===== src/rtl/mac_pkg.sv =====
// Shared types, widths and the accumulate helper for the MAC stage.
// Optional feature macro: SATURATE_EN (selects clamp-on-carry accumulation).
package mac_pkg;

    localparam int PROD_W    = 16;
    localparam int OP_W      = 8;
    localparam int ACC_MAX_W = 64;

    typedef enum logic [1:0] {
        IDLE,
        RUN,
        DRAIN,
        DONE
    } state_t;

    typedef logic [ACC_MAX_W-1:0] wide_t;

    // Adds in w+1 bits; returns {carry, sum}. With sat set, a carry clamps
    // the sum to all-ones of width w, otherwise the sum wraps modulo 2**w.
    function automatic logic [ACC_MAX_W:0] sat_add(
        input wide_t       acc,
        input wide_t       prod,
        input int unsigned w,
        input logic        sat
    );
        logic [ACC_MAX_W:0] s;
        wide_t              mask;
        logic               c;
        mask = '1;
        if (w < ACC_MAX_W)
            mask = (wide_t'(1) << w) - wide_t'(1);
        s = {1'b0, acc} + {1'b0, prod};
        c = s[w[6:0]];
        if (c && sat)
            s[ACC_MAX_W-1:0] = mask;
        else
            s[ACC_MAX_W-1:0] = s[ACC_MAX_W-1:0] & mask;
        return {c, s[ACC_MAX_W-1:0]};
    endfunction

endpackage


===== src/rtl/array_mul.sv =====
// 8x8 unsigned array multiplier built from shifted partial products.
// Ports: a, b operands in; p 16-bit product out (purely combinational).
module array_mul
    import mac_pkg::*;
(
    input  logic [OP_W-1:0]   a,
    input  logic [OP_W-1:0]   b,
    output logic [PROD_W-1:0] p
);

    always_comb begin
        p = '0;
        for (int i = 0; i < OP_W; i++) begin
            if (b[i])
                p = p + (PROD_W'(a) << i);
        end
    end

endmodule


===== src/rtl/mul_pipe_reg.sv =====
// Operand register -> array_mul -> product register, each with a valid bit.
// Ports: clk, rst, load/a/b in; s1_valid, p_valid, prod out.
module mul_pipe_reg
    import mac_pkg::*;
(
    input  logic              clk,
    input  logic              rst,
    input  logic              load,
    input  logic [OP_W-1:0]   a,
    input  logic [OP_W-1:0]   b,
    output logic              s1_valid,
    output logic              p_valid,
    output logic [PROD_W-1:0] prod
);

    logic [OP_W-1:0]   op_a;
    logic [OP_W-1:0]   op_b;
    logic [PROD_W-1:0] mul_p;

    array_mul u_mul (
        .a (op_a),
        .b (op_b),
        .p (mul_p)
    );

    always_ff @(posedge clk) begin
        if (rst) begin
            s1_valid <= 1'b0;
            p_valid  <= 1'b0;
            op_a     <= '0;
            op_b     <= '0;
            prod     <= '0;
        end else begin
            s1_valid <= load;
            p_valid  <= s1_valid;
            if (load) begin
                op_a <= a;
                op_b <= b;
            end
            if (s1_valid)
                prod <= mul_p;
        end
    end

endmodule


===== src/rtl/mac_accum_stage.sv =====
// Burst multiply-accumulate: LEN operand pairs in, one summed result out.
// Ports: clk, rst, start, len, in_valid/in_ready, a, b, out_valid/out_ready,
// acc_out, busy, overflow. Macro SATURATE_EN clamps the sum on carry-out.
module mac_accum_stage
    import mac_pkg::*;
#(
    parameter int ACC_W = 24,
    parameter int CNT_W = 8
) (
    input  logic             clk,
    input  logic             rst,
    input  logic             start,
    input  logic [CNT_W-1:0] len,
    input  logic             in_valid,
    output logic             in_ready,
    input  logic [OP_W-1:0]  a,
    input  logic [OP_W-1:0]  b,
    output logic             out_valid,
    input  logic             out_ready,
    output logic [ACC_W-1:0] acc_out,
    output logic             busy,
    output logic             overflow
);

`ifdef SATURATE_EN
    localparam logic SAT = 1'b1;
`else
    localparam logic SAT = 1'b0;
`endif

    state_t             state;
    state_t             state_nxt;
    logic [CNT_W-1:0]   remaining;
    logic [ACC_W-1:0]   acc;
    logic               ovf;
    logic               hs;
    logic               s1_valid;
    logic               p_valid;
    logic [PROD_W-1:0]  prod;
    logic [ACC_MAX_W:0] add_r;
    logic               unused_hi;

    assign hs = in_valid & in_ready;

    mul_pipe_reg u_pipe (
        .clk      (clk),
        .rst      (rst),
        .load     (hs),
        .a        (a),
        .b        (b),
        .s1_valid (s1_valid),
        .p_valid  (p_valid),
        .prod     (prod)
    );

    assign add_r = sat_add(wide_t'(acc), wide_t'(prod), unsigned'(ACC_W), SAT);
    assign unused_hi = ^add_r[ACC_MAX_W-1:ACC_W];

    always_ff @(posedge clk) begin
        if (rst)
            state <= IDLE;
        else
            state <= state_nxt;
    end

    // DRAIN leaves once the operand stage is empty: a product still in the
    // product register retires into acc on that same edge.
    always_comb begin
        state_nxt = state;
        unique case (state)
            IDLE: begin
                if (start)
                    state_nxt = (len == '0) ? DONE : RUN;
            end
            RUN: begin
                if (hs && remaining == CNT_W'(1))
                    state_nxt = DRAIN;
            end
            DRAIN: begin
                if (!s1_valid)
                    state_nxt = DONE;
            end
            DONE: begin
                if (out_ready)
                    state_nxt = IDLE;
            end
            default: state_nxt = IDLE;
        endcase
    end

    always_comb begin
        in_ready  = (state == RUN) && (remaining != '0);
        busy      = (state != IDLE);
        out_valid = (state == DONE);
    end

    always_ff @(posedge clk) begin
        if (rst) begin
            remaining <= '0;
            acc       <= '0;
            ovf       <= 1'b0;
        end else if (state == IDLE && start) begin
            remaining <= len;
            acc       <= '0;
            ovf       <= 1'b0;
        end else begin
            if (hs)
                remaining <= remaining - CNT_W'(1);
            if (p_valid) begin
                acc <= add_r[ACC_W-1:0];
                if (add_r[ACC_MAX_W])
                    ovf <= 1'b1;
            end
        end
    end

    assign acc_out  = acc;
    assign overflow = ovf;

endmodule

===== config.mk =====
export PLATFORM = sky130hd
export DESIGN_NAME = mac_accum_stage
export DESIGN_NICKNAME = d
export VERILOG_FILES = /design/src/rtl/mac_pkg.sv /design/src/rtl/array_mul.sv /design/src/rtl/mul_pipe_reg.sv /design/src/rtl/mac_accum_stage.sv
export SDC_FILE = /design/constraint.sdc
export NUM_CORES = 1
export LEC_CHECK = 0
export CAP_MARGIN = 20
export CORE_MARGIN = 2
export CORE_UTILIZATION = 35
export CTS_CLUSTER_SIZE = 14
export DETAILED_ROUTE_END_ITERATION = 10
export SYNTH_ARGS = -nofsm -noshare
export SYNTH_HDL_FRONTEND = slang
export SYNTH_SLANG_ARGS = --single-unit

===== constraint.sdc =====
create_clock -name clk -period 13.42 [get_ports clk]
set_clock_uncertainty 0.05 [all_clocks]
set_input_delay 2.684 -clock clk [delete_from_list [all_inputs] [get_ports clk]]
set_output_delay 2.684 -clock clk [all_outputs]
set_load 0.01 [all_outputs]

==> impl_metrics.json <==
{
  "syn2layout_area_growth_pct": 16.4,
  "switching_share": 0.352,
  "powerDensity_nw_per_um2": 107,
  "synth.yosys.warnings": 0,
  "outcome": "finished, final reports clean",
  "grt_usage": 0.162,
  "cts_resized": 0,
  "largest_net_degree_at_the_start_of_global_routing": 48,
  "synth_compound_area_frac": 0.238,
  "hpwlAfterDp_um": 12000,
  "fin_setup_tns_ns": 0,
  "cts.reportedPaths.clkPinSlew_ns": 0.06,
  "path_max_fanout": 11,
  "post-route-drc-count": 0,
  "yosys.area_share.xor_xnor": 0.0809,
  "filler_cell_count": 1842,
  "n_antenna_cell": 0,
  "grt_first_pass_wirelength_um": 26700,
  "net-switching-power_mw": 0.285,
  "antenna_left": 0,
  "gp_routability_congestion": 0.824,
  "root_buffer": "sky130_fd_sc_hd__clkbuf_16",
  "static-leakage-power_nw": 3.33,
  "area.sequential_um2": 1380,
  "globalRouteOverflowTotal": 0,
  "seq_area_frac_synth": 0.213,
  "max-cap-violations": 0,
  "timing.final.setup_violations": 0,
  "vdd_drop_max_uv": 58.4,
  "critical_path.most_common_cell": "sky130_fd_sc_hd__ha_1",
  "tritoncts.num_buffers": 9,
  "floorplan.initialDensity": 0.359,
  "clkLatencyLatePin_ns": 0.33,
  "share_clk_of_total_power": 0.342,
  "drt_pre_antenna_iters": 5,
  "synth_enable_flop_cells": 0,
  "avg_vias_per_cell": 5.27,
  "adder_and_majority_cell_fraction_of_the_synthesized_area": 0.192,
  "cts_tree": "done",
  "maxSlewViolCount": 0,
  "synth_nets": 938,
  "syn-instance-count": 816,
  "horizontal_die_dimension_um": 140,
  "async_reset_ff_frac": 0,
  "rsz_0062_raised_after_global_routing": "no",
  "post_drt_wl_per_cell_um": 14.4,
  "required_ns": 13.57,
  "antenna_found_initial": 0,
  "timing.setup.critical_path_class": "reg -> reg",
  "i_o_buffers": 56,
  "critical_path.endpoint_type": "flip-flop",
  "post-cts-setup-buffer-count": 0,
  "post_cts_hold_buffer_count": 0,
  "arrival_ns": 9.54,
  "combined_area_of_the_multi_input_logic_cells_um2": 4790,
  "synth-simple-area-share": 0.176,
  "cts_htree_levels": 3,
  "netlist_area_um2": 6490,
  "worst_hold_path_type": "reg -> reg",
  "fmax_mhz": 106,
  "post-route-min-period_ns": 9.39,
  "placeableCoreArea_um2": 18100,
  "cts_buffer_depth": 2,
  "design.portCount": 57,
  "rows": 49,
  "routed-via-count": 5732,
  "p_total_mw": 0.809,
  "cts_sinks": 69,
  "synth_cell_types": 76,
  "slew_worst_pin_ns": 1.08,
  "postSynth.topFlopCell": "sky130_fd_sc_hd__dfxtp_1",
  "crit_path_top_delay_cell": "sky130_fd_sc_hd__dfxtp_1",
  "timing.final.crit_share": 0.700,
  "internal_power_mw": 0.524,
  "final_hold_fails": 0,
  "combinational_family_with_the_most_area_after_synthesis": "compound AO/OA/AOI/OAI gates",
  "max_stage_delay_ns": 0.61,
  "p_comb_frac": 0.317,
  "num-nets-final": 975,
  "die_height_um": 140,
  "synth_area_per_cell_um2": 7.96,
  "headroom_to_the_max_slew_limit": 0.277,
  "drtIter0Drc": 237,
  "startpoint_type": "flip-flop",
  "drt-total-wl_um": 15600,
  "sequential_power_share": 0.340,
  "ys_seq_elements": 69,
  "drive_gt1_frac": 0.0524,
  "synth.area.mux_share": 0.0520,
  "fp.dieArea_um2": 19700,
  "vias_in_the_first_global_route": 5452
}
==> cells in the final DEF, fill, tap and decap left out, drive strengths merged, types with 6 or more instances in the layout <==
| master | count |
|---|---|
| o211ai | 10 |
| a21oi | 65 |
| mux2 | 11 |
| mux2i | 21 |
| clkbuf | 9 |
| and3 | 6 |
| a211oi | 16 |
| nor2 | 89 |
| nand3 | 11 |
| xnor2 | 36 |
| a21boi | 8 |
| nor2b | 8 |
| a21o | 22 |
| o21a | 10 |
| xor2 | 24 |
| and2 | 9 |
| nand2 | 84 |
| clkdlybuf4s50 | 55 |
| o21ai | 29 |
| nand2b | 11 |
| ha | 85 |
| inv | 48 |
| nor3 | 15 |
| a31oi | 13 |
| or3 | 8 |
| dfxtp | 69 |
| fa | 8 |
| o21bai | 9 |
==> per-layer routing <==
layer	part of all wire	up-vias	track usage
met2	0.45	88	0.271
met5	0	-	0
met1	0.51	2642	0.222
met3	0.028	9	0.0212
li1	-	2993	-
met4	0.013	0	0.0404
==> cell usage after synthesis (all sizes together) (2+ instances only) <==
cell / instances / area share
a211o: 3 / 0.0042
a211oi: 16 / 0.018
a21bo: 2 / 0.0031
a21boi: 8 / 0.0092
a21o: 22 / 0.025
a21oi: 65 / 0.051
a221oi: 2 / 0.0027
a22o: 2 / 0.0027
a22oi: 3 / 0.0035
a311oi: 3 / 0.0040
a31oi: 13 / 0.013
and2: 9 / 0.0094
and3: 6 / 0.0058
buf: 13 / 0.011
clkbuf: 19 / 0.011
dfxtp: 69 / 0.21
fa: 8 / 0.025
ha: 85 / 0.16
inv: 47 / 0.027
maj3: 2 / 0.0031
mux2: 11 / 0.020
mux2i: 21 / 0.032
nand2: 84 / 0.049
nand2b: 11 / 0.011
nand3: 11 / 0.0085
nand4: 3 / 0.0029
nor2: 89 / 0.051
nor2b: 8 / 0.0077
nor3: 15 / 0.012
nor4: 4 / 0.0039
o211ai: 10 / 0.012
o21a: 10 / 0.012
o21ai: 29 / 0.022
o21bai: 9 / 0.010
o221a: 2 / 0.0062
o22ai: 4 / 0.0039
o2bb2ai: 3 / 0.0050
o311ai: 2 / 0.0027
o31a: 2 / 0.0027
o31ai: 3 / 0.0042
o41ai: 2 / 0.0027
or2: 2 / 0.0019
or3: 8 / 0.0085
xnor2: 36 / 0.049
xor2: 24 / 0.032
==> layout make-up <==
class | count | share of cell area
Multi-Input combinational cell | 667 | 0.634
Sequential cell | 69 | 0.183
Timing Repair Buffer | 58 | 0.0755
Tap cell | 229 | 0.0379
Clock buffer | 9 | 0.0298
Inverter | 48 | 0.0238
Clock inverter | 7 | 0.0162
==> worst paths after layout <==
check / startpoint / slack, ns / endpoint / cells past startpoint
worst max-delay path: u_pipe.op_a[1] / 4.03 / u_pipe.prod[14] / 41
worst min-delay path: u_pipe.prod[2] / 0.42 / u_pipe.prod[2] / 2
worst max register to register: u_pipe.op_a[1] / 4.03 / u_pipe.prod[14] / 41
worst min register to register: u_pipe.prod[2] / 0.42 / u_pipe.prod[2] / 2
==> power by group through the flow <==
stage | Clock [mW] | Sequential (mW) | Combinational, mW
3_3_place_gp | 0 | 0.279 | 0.255
6_report | 0.277 | 0.275 | 0.257
3_5_place_dp | 0 | 0.279 | 0.256
2_1_floorplan | 0 | 0.252 | 0.212
5_1_grt | 0.288 | 0.281 | 0.295
4_1_cts | 0.282 | 0.275 | 0.259
==> critical path: cells and delay by family, from the launching register on <==
family | cells | cell delay [ns]
flops | 1 | 0.61
compound gates | 16 | 3.08
simple gates | 2 | 0.32
xor+xnor | 7 | 0.92
fa+ha+maj | 9 | 2.82
buf+inv | 2 | 0.12
mux | 5 | 1.32
==> metrics by stage <==
stage	instances	area, um2	utilization	hold slack [ns]	worst slack, ns
floorplan	816	6490	-	0.395	4.91
global placement	1071	7210	0.399	0.408	4.32
detailed placement	1071	7210	0.399	0.417	4.05
CTS	1087	7560	0.418	0.427	4.02
global route	1087	7560	0.418	0.467	3.21
finish	1087	7560	0.418	0.423	4.03
==> logic make-up (layout without fill, tap and decap cells) <==
kind of cell / count (synthesis) / count (layout)
compound gates: 226 / 226
xor+xnor: 60 / 60
flops: 69 / 69
buf+inv: 80 / 122
simple gates: 254 / 254
fa+ha+maj: 95 / 95
mux: 32 / 32
==> registers in the layout, summed over array words and instances (netlist names) <==
signal / cells
acc_out: 24
u_pipe.prod: 16
remaining: 8
u_pipe.op_a: 8
u_pipe.op_b: 8
state: 2
overflow: 1
u_pipe.p_valid: 1
u_pipe.s1_valid: 1
Note: power is estimated with default switching activity, not from simulation.
